File: config.mk
export PLATFORM = sky130hd
export DESIGN_NAME = sd_ramdisk
export DESIGN_NICKNAME = d
export VERILOG_FILES = /design/src/rtl/sd_ramdisk.sv
export SDC_FILE = /design/constraint.sdc
export NUM_CORES = 1
export LEC_CHECK = 0
export ABC_AREA = 1
export CAP_MARGIN = 20
export CORE_MARGIN = 2
export CORE_UTILIZATION = 35
export CTS_CLUSTER_DIAMETER = 60
export DETAILED_ROUTE_END_ITERATION = 8
export MAX_ROUTING_LAYER = met4
export PLACE_DENSITY_LB_ADDON = 0.2
export RECOVER_POWER = 25
export SYNTH_ARGS = -nofsm -noshare
export SYNTH_HDL_FRONTEND = slang
export SYNTH_SLANG_ARGS = --single-unit
export TNS_END_PERCENT = 10
File: constraint.sdc
create_clock -name clk_sys -period 1.8 [get_ports clk_sys]
set_input_delay 0.36 -clock clk_sys [delete_from_list [all_inputs] [get_ports clk_sys]]
set_output_delay 0.36 -clock clk_sys [all_outputs]
set_load 0.1 [all_outputs]
File: src/rtl/sd_ramdisk.sv
// Serves 512-byte SD sectors out of an SDRAM disk image.
// Define SD_RAMDISK_WP_EN to make the image write-protected.
module sd_ramdisk #(
    parameter logic [22:0] IMG_BASE    = 23'h600000,
    parameter logic [31:0] MAX_SECTORS = 32'd1440
) (
    input  logic        clk_sys,
    input  logic        reset_n,
    input  logic [31:0] sd_lba,
    input  logic        sd_rd,
    input  logic        sd_wr,
    output logic        sd_ack,
    output logic [8:0]  sd_buff_addr,
    output logic [7:0]  sd_buff_dout,
    input  logic [7:0]  sd_buff_din,
    output logic        sd_buff_wr,
    output logic [22:0] mem_addr,
    output logic        mem_rd,
    output logic        mem_wr,
    input  logic [7:0]  mem_din,
    output logic [7:0]  mem_dout,
    input  logic        mem_ready
);

    typedef enum logic [2:0] {
        IDLE, RD_REQ, RD_PUT, WR_FETCH, WR_REQ, NEXT, DONE
    } state_t;

    state_t      state;
    logic [31:0] lba;
    logic        is_rd;
    logic        fetch_dly;
    logic        rd_oor;
    logic        wr_block;

    assign rd_oor = (lba >= MAX_SECTORS);

`ifdef SD_RAMDISK_WP_EN
    assign wr_block = 1'b1;
`else
    assign wr_block = rd_oor;
`endif

    // Only lba[13:0] reaches the 23-bit SDRAM address space.
    assign mem_addr = IMG_BASE + {lba[13:0], 9'b0} + {14'b0, sd_buff_addr};

    always_ff @(posedge clk_sys or negedge reset_n) begin
        if (!reset_n) begin
            state        <= IDLE;
            lba          <= '0;
            is_rd        <= 1'b0;
            fetch_dly    <= 1'b0;
            sd_ack       <= 1'b0;
            sd_buff_addr <= '0;
            sd_buff_dout <= 8'h00;
            sd_buff_wr   <= 1'b0;
            mem_rd       <= 1'b0;
            mem_wr       <= 1'b0;
            mem_dout     <= 8'h00;
        end else begin
            unique case (state)
                IDLE: begin
                    if (sd_rd) begin
                        lba    <= sd_lba;
                        sd_ack <= 1'b1;
                        is_rd  <= 1'b1;
                        state  <= RD_REQ;
                    end else if (sd_wr) begin
                        lba    <= sd_lba;
                        sd_ack <= 1'b1;
                        is_rd  <= 1'b0;
                        state  <= WR_FETCH;
                    end
                end
                RD_REQ: begin
                    if (rd_oor) begin
                        sd_buff_dout <= 8'hFF;
                        sd_buff_wr   <= 1'b1;
                        state        <= RD_PUT;
                    end else if (mem_rd && mem_ready) begin
                        mem_rd       <= 1'b0;
                        sd_buff_dout <= mem_din;
                        sd_buff_wr   <= 1'b1;
                        state        <= RD_PUT;
                    end else begin
                        mem_rd <= 1'b1;
                    end
                end
                RD_PUT: begin
                    sd_buff_wr <= 1'b0;
                    state      <= NEXT;
                end
                // The buffer answers one cycle after the address moves.
                WR_FETCH: begin
                    if (!fetch_dly) begin
                        fetch_dly <= 1'b1;
                    end else begin
                        fetch_dly <= 1'b0;
                        mem_dout  <= sd_buff_din;
                        mem_wr    <= !wr_block;
                        state     <= WR_REQ;
                    end
                end
                WR_REQ: begin
                    if (wr_block) begin
                        state <= NEXT;
                    end else if (mem_wr && mem_ready) begin
                        mem_wr <= 1'b0;
                        state  <= NEXT;
                    end
                end
                NEXT: begin
                    if (sd_buff_addr == 9'd511) begin
                        state <= DONE;
                    end else begin
                        sd_buff_addr <= sd_buff_addr + 9'd1;
                        state        <= is_rd ? RD_REQ : WR_FETCH;
                    end
                end
                DONE: begin
                    sd_ack       <= 1'b0;
                    sd_buff_addr <= '0;
                    if (!sd_rd && !sd_wr) state <= IDLE;
                end
                default: state <= IDLE;
            endcase
        end
    end

endmodule

==> impl_metrics.py, run 1 <==
metrics = {
    "yosys": {
        "synth_area_sq_um": 3190,
        "synth-seq-cells": 66,
        "ys_types": 30,
        "synthCells": 337,
        "syn_nets": 394,
        "syn_area_per_cell_sq_um": 9.47,
        "yosysWarnings": 0,
        "synth.yosys.seq_area_share_pct": 51.8,
    },
    "worst_setup_path": {
        "cp.required_ps": 2070,
        "crit_fanout": 3,
        "worstSetupStartpointType": "register",
        "crit_type": "reg2reg",
        "cp_data_arrival_time_ps": 2070,
        "crit_path_end_kind": "register",
    },
    "run_status": {
        "violations": "setup timing",
        "outcome": "complete, but fails checks",
    },
    "place": {
        "pre_cts_slack_ps": -41.7,
        "hpwl_um": 5580,
        "postPlaceCellArea_sq_um": 4890,
        "gp_congestion": 0.801,
        "io_buffers": 104,
    },
    "drt": {
        "antenna_left": 0,
        "detail_route.vias_per_cell": 4.64,
        "drcViolationCount": 0,
        "wl_per_cell_um": 13.2,
        "wirelength_um": 7440,
        "dr.pass1.iters": 4,
        "drtIter0Drc": 86,
        "vias": 2613,
    },
    "grt": {
        "grt_max_degree": 45,
        "gr-total-overflow": 0,
        "grt_pass1_vias": 2666,
        "grt_use_total_pct": 15.6,
        "antenna_found_initial": 0,
        "grt_pass1_wl_um": 12000,
    },
    "cells_and_area": {
        "drive_gt1_share_pct": 33.8,
        "layout_common_cells": "nand2_1, dfrtp_1, buf_12",
        "fin_nets": 508,
        "register_area_sq_um": 1670,
        "final_common_cell": "nand2_1",
        "fillers": 742,
        "diodes": 0,
        "synthToLayoutAreaGrowth_pct": 63.2,
        "finish.utilization_pct": 59.4,
        "final_area_sq_um": 5210,
        "multi_input_comb_area_sq_um": 1310,
    },
    "timing": {
        "relSlewSlack_pct": 62.2,
        "final-max-slew-violation-count": 0,
        "finalSetupViolations": 1,
        "rsz0062_at_grt": "true",
        "finalCritPeriodShare_pct": 100,
        "fin_skew_ps": 5.85,
        "fmax_ghz": 0.555,
        "tightest_slew_ps": 567,
        "finalSetupTns_ps": -1.30,
        "hold_viol": 0,
        "min_period_ps": 1800,
        "setup_ws_ps": -1.30,
    },
    "power_and_ir_drop": {
        "seq_power_share_pct": 47.5,
        "p_sw_w": 0.000681,
        "cellLeakagePower_nw": 2.43,
        "p_int_w": 0.00248,
        "p_per_area_nw_per_um2": 608,
        "clkPwrFrac_pct": 44.1,
        "combPwrFrac_pct": 8.4,
        "ir_drop_uv": 323,
        "swShare_pct": 21.5,
        "total_power_w": 0.00316,
    },
    "floorplanning": {
        "rows": 34,
        "io_pins": 105,
        "die_h_um": 99.5,
        "dieArea_sq_um": 9900,
        "die_w_um": 99.5,
        "coreArea_sq_um": 8760,
        "initial_core_util_pct": 36.4,
    },
    "clocking": {
        "cts_buffers": 9,
        "path_clk_slew_ps": 70,
        "tritoncts": "built",
        "cts_root_buf": "clkbuf_8",
        "clock_path_buffers": 2,
        "clk_latency_ps": 330,
        "ctsHtreeMaxLevel": 3,
        "cts.sinks": 66,
    },
    "run": {
        "cap_violations": 0,
    },
    "hold_path": {
        "hp-class": "reg2reg",
    },
}
## cell type report
class / instances / area share (%)
clock buffers: 13 / 3.05
clock inverters: 2 / 1.15
inverters: 28 / 2.26
multi-input cells: 218 / 25.2
flip-flops and latches: 66 / 32.0
well taps: 108 / 2.59
repair buffers: 128 / 33.8
## synthesized netlist by cell type
cell	n	area share (%)
a21boi_0	1	0.24
a21oi_1	15	2.4
a21oi_2	1	0.27
buf_4	21	4.9
buf_6	4	1.4
clkbuf_1	1	0.12
dfrtp_1	66	52
ha_1	4	1.6
inv_1	24	2.8
inv_2	3	0.35
inv_6	1	0.27
mux2_1	1	0.35
mux2_2	25	8.8
nand2_1	82	9.6
nand2_2	3	0.59
nand3_1	6	0.94
nand4_1	10	2.0
nor2_1	36	4.2
nor2_2	2	0.39
nor2_4	2	0.71
nor2_8	1	0.63
nor3_1	3	0.47
nor3_2	3	0.94
nor3b_1	1	0.24
nor3b_2	1	0.39
o21a_1	2	0.47
o21ai_0	7	1.1
o21ai_1	9	1.4
o22ai_2	1	0.39
or2_1	1	0.20
## critical path: stages (launching register included)
cell and delay (ps):
dfrtp_4 500, ha_4 170, nand3_2 60, nor2_2 40, ha_2 180, inv_2 80, nand2_4 60, nor2_4 130
buf_6 110, nand4_1 90, a21oi_1 170, o21a_1 130
## sequential cells by signal (all words and copies together), names as in the netlist
register      cells
sd_buff_dout      8
is_rd             1
fetch_dly         1
sd_ack            1
mem_wr            1
state             3
lba              32
mem_dout          8
sd_buff_addr      9
sd_buff_wr        1
mem_rd            1
## per-layer routing
metal / global-route usage (%) / up-vias / part of all wire (%)
li1: - / 1298 / -
met1: 17.3 / 1239 / 41
met2: 27.0 / 69 / 53
met3: 4.01 / 7 / 4.8
met4: 5.69 / 0 / 1.5
met5: - / - / 0
## logic make-up after synthesis
group                      count (synthesis)  share of synthesized area, %
buffers and inverters                     54                          9.92
adders and majority gates                  4                          1.57
and+or+nand+nor                          151                          21.3
muxes                                     26                          9.18
AOI/OAI and AO/OA                         36                          6.23
DFF                                       66                          51.8
## per-stage QoR
step / instances / hold WS (ps)
after global placement: 540 / 280
after floorplan: 337 / 64.4
final: 563 / 483
after global routing: 563 / 511
after detailed placement: 540 / 280
after CTS: 558 / 464
## power by group through the flow
| stage | clock network (W) | logic [W] | registers (W) |
|---|---|---|---|
| 4_1_cts | 0.00143 | 0.000277 | 0.00150 |
| 3_5_place_dp | 0 | 0.000274 | 0.00153 |
| 5_1_grt | 0.00149 | 0.000283 | 0.00150 |
| 6_report | 0.00140 | 0.000267 | 0.00150 |
| 2_1_floorplan | 0 | 0.0000106 | 0.00159 |
| 3_3_place_gp | 0 | 0.000273 | 0.00153 |
## what timing repair did
action / in CTS / in global routing
buffers inserted: 2 / 4
hold buffers: 1 / 0
endpoints found under the setup margin: 1 / 18
gates cloned: 0 / 1
pin swaps: 2 / 7
gates resized for setup: 1 / 12
hold endpoints to repair: 22 / 0
## path summary, 6_finish.rpt
path / endpoint / slack, ps / from / cells after the start
worst max-delay path: sd_buff_addr[6] / -1 / sd_buff_addr[0] / 11
worst min-delay path: fetch_dly / 480 / fetch_dly / 2
worst max register to register: sd_buff_addr[6] / -1 / sd_buff_addr[0] / 11
worst min register to register: fetch_dly / 480 / fetch_dly / 2
max in group asynchronous: sd_buff_addr[1] / 250 / reset_n / 3
min in group asynchronous: sd_buff_addr[7] / 550 / reset_n / 2
Power figures use the tool's default switching activity.
==> run 2, diff against run 1 <==
SKIP_CTS_REPAIR_TIMING = 1   (was default)
==> run 2 against run 1 <==
The flow still finishes with violations (setup timing). Combinational power about the same. Global-route usage about the same. Critical path depth unchanged. Worst setup slack worse by 3.6 ps. Sequential cell count unchanged. Non-clock buffer count down 5. Sequential share of layout area up 0.50 points. Final area down 1.5%. Largest power group unchanged.
==> impl_metrics.py, run 2 (synthesized netlist as in run 1, its figures left out) <==
metrics = {
    "run_status": {
        "outcome": "complete, but fails checks",
        "violations": "setup timing",
    },
    "power_and_ir_drop": {
        "total_power_w": 0.00316,
        "p_sw_w": 0.000674,
        "p_per_area_nw_per_um2": 616,
        "cellLeakagePower_nw": 2.40,
        "clkPwrFrac_pct": 44.0,
        "seq_power_share_pct": 47.6,
        "ir_drop_uv": 322,
        "combPwrFrac_pct": 8.4,
        "swShare_pct": 21.3,
        "p_int_w": 0.00248,
    },
    "worst_setup_path": {
        "cp_data_arrival_time_ps": 2030,
        "crit_end": "sd_buff_addr[4]",
        "r2r_end": "sd_buff_addr[4]",
        "r2r_slack_ps": -5,
        "r2r_start": "sd_buff_addr[0]",
        "crit_fanout": 5,
        "worstSetupStartpointType": "register",
        "crit_path_start": "sd_buff_addr[0]",
        "crit_type": "reg2reg",
        "cp.required_ps": 2020,
        "crit_path_end_kind": "register",
        "rr_worst_depth": 11,
    },
    "drt": {
        "wl_met1_um": 2970,
        "antenna_left": 0,
        "drtIter0Drc": 88,
        "detail_route.vias_per_cell": 4.63,
        "wl_met2_um": 3840,
        "dr.pass1.iters": 4,
        "drcViolationCount": 0,
        "vias": 2581,
        "highest_layer": "met4",
        "wirelength_um": 7240,
        "wl_met3_um": 346,
        "wl_per_cell_um": 13.0,
    },
    "floorplanning": {
        "dieArea_sq_um": 9900,
        "die_h_um": 99.5,
        "io_pins": 105,
        "coreArea_sq_um": 8760,
        "initial_core_util_pct": 36.4,
        "rows": 34,
        "die_w_um": 99.5,
    },
    "cells_and_area": {
        "largest_register_ffs": 32,
        "synthToLayoutAreaGrowth_pct": 60.7,
        "drive_gt1_share_pct": 32.1,
        "layout_common_cells": "nand2_1, dfrtp_1, buf_12",
        "top_register": "lba",
        "diodes": 0,
        "reg_top3": "lba (32), sd_buff_addr (9)",
        "final_area_sq_um": 5130,
        "fillers": 745,
        "final_common_cell": "nand2_1",
        "fin_nets": 502,
    },
    "clocking": {
        "clk_latency_ps": 330,
        "cts_buffers": 9,
        "path_clk_slew_ps": 70,
        "ctsHtreeMaxLevel": 3,
        "cts.sinks": 66,
        "clock_path_buffers": 2,
        "tritoncts": "built",
        "cts_root_buf": "clkbuf_8",
    },
    "grt": {
        "antenna_found_initial": 0,
        "grt_pass1_wl_um": 11900,
        "gr-total-overflow": 0,
        "grt_max_degree": 45,
        "grt_pass1_vias": 2656,
        "grt_use_total_pct": 15.5,
    },
    "run": {
        "cap_violations": 0,
    },
    "place": {
        "gp_congestion": 0.801,
        "postPlaceCellArea_sq_um": 4890,
        "io_buffers": 104,
        "hpwl_um": 5580,
        "pre_cts_slack_ps": -41.7,
    },
    "timing": {
        "relSlewSlack_pct": 62.7,
        "min_period_ps": 1800,
        "finalSetupViolations": 2,
        "tightest_slew_ps": 560,
        "setup_ws_ps": -4.89,
        "fin_skew_ps": 6.07,
        "hold_viol": 0,
        "fmax_ghz": 0.554,
        "final-max-slew-violation-count": 0,
        "finalCritPeriodShare_pct": 100,
        "rsz0062_at_grt": "true",
    },
    "hold_path": {
        "min_from": "fetch_dly",
        "hp-class": "reg2reg",
    },
}
run 2: area by class of cell:
type                    instances  area [sq um]  share of cell area [%]
repair buffers                123          1720                    33.5
clock buffers                  13           159                    3.10
clock inverters                 2          60.1                    1.17
multi-input cells             217          1270                    24.8
inverters                      28           118                    2.29
well taps                     108           135                    2.64
flip-flops and latches         66          1670                    32.5
run 2: how the worst min path moves through the flow:
stage | cells past startpoint | slack, ps | endpoint
after detailed placement | 1 | 280 | sd_buff_addr[7]
after CTS | 1 | -90 | sd_buff_addr[7]
final | 2 | 480 | fetch_dly
after global routing | 2 | 510 | is_rd
after global placement | 1 | 280 | sd_buff_addr[7]
after floorplan | 0 | 60 | fetch_dly
run 2: worst max-delay path, stage by stage, from the launching register on:
cell and delay [ps]:
dfrtp_4 490, ha_4 180, nand3_2 70, nor2_1 50, ha_2 180, inv_2 60, nand2_2 60, nor2_4 180
buf_6 130, nand4_1 110, o21ai_1 130, a21oi_1 50
run 2: per-layer routing:
layer  vias up  GRT usage (%)
met5         -              -
li1       1282              -
met2        69           26.9
met4         0           5.69
met3         7           4.08
met1      1223           17.2
run 2: through the flow:
stage | hold slack (ps) | setup TNS (ps) | std cells | utilization, %
after floorplan | 64.4 | -2300 | 337 | -
after global placement | 280 | -13.0 | 540 | 55.8
after detailed placement | 280 | -41.7 | 540 | 55.8
after CTS | -90.7 | -68.5 | 555 | 58.3
after global routing | 511 | -1300 | 557 | 58.5
final | 478 | -8.85 | 557 | 58.5
run 2: power by group through the flow:
stage | sequential [W] | clock [W] | combinational (W)
after CTS | 0.00150 | 0.00143 | 0.000275
after global routing | 0.00150 | 0.00149 | 0.000282
after detailed placement | 0.00153 | 0 | 0.000274
final | 0.00150 | 0.00139 | 0.000266
after floorplan | 0.00159 | 0 | 0.0000106
after global placement | 0.00153 | 0 | 0.000273
==> run 3, diff against run 2 <==
CTS_CLUSTER_DIAMETER = default   (was 60)
==> results of run 3 <==
The final DEF is identical to that of run 2; final timing and power are the same.
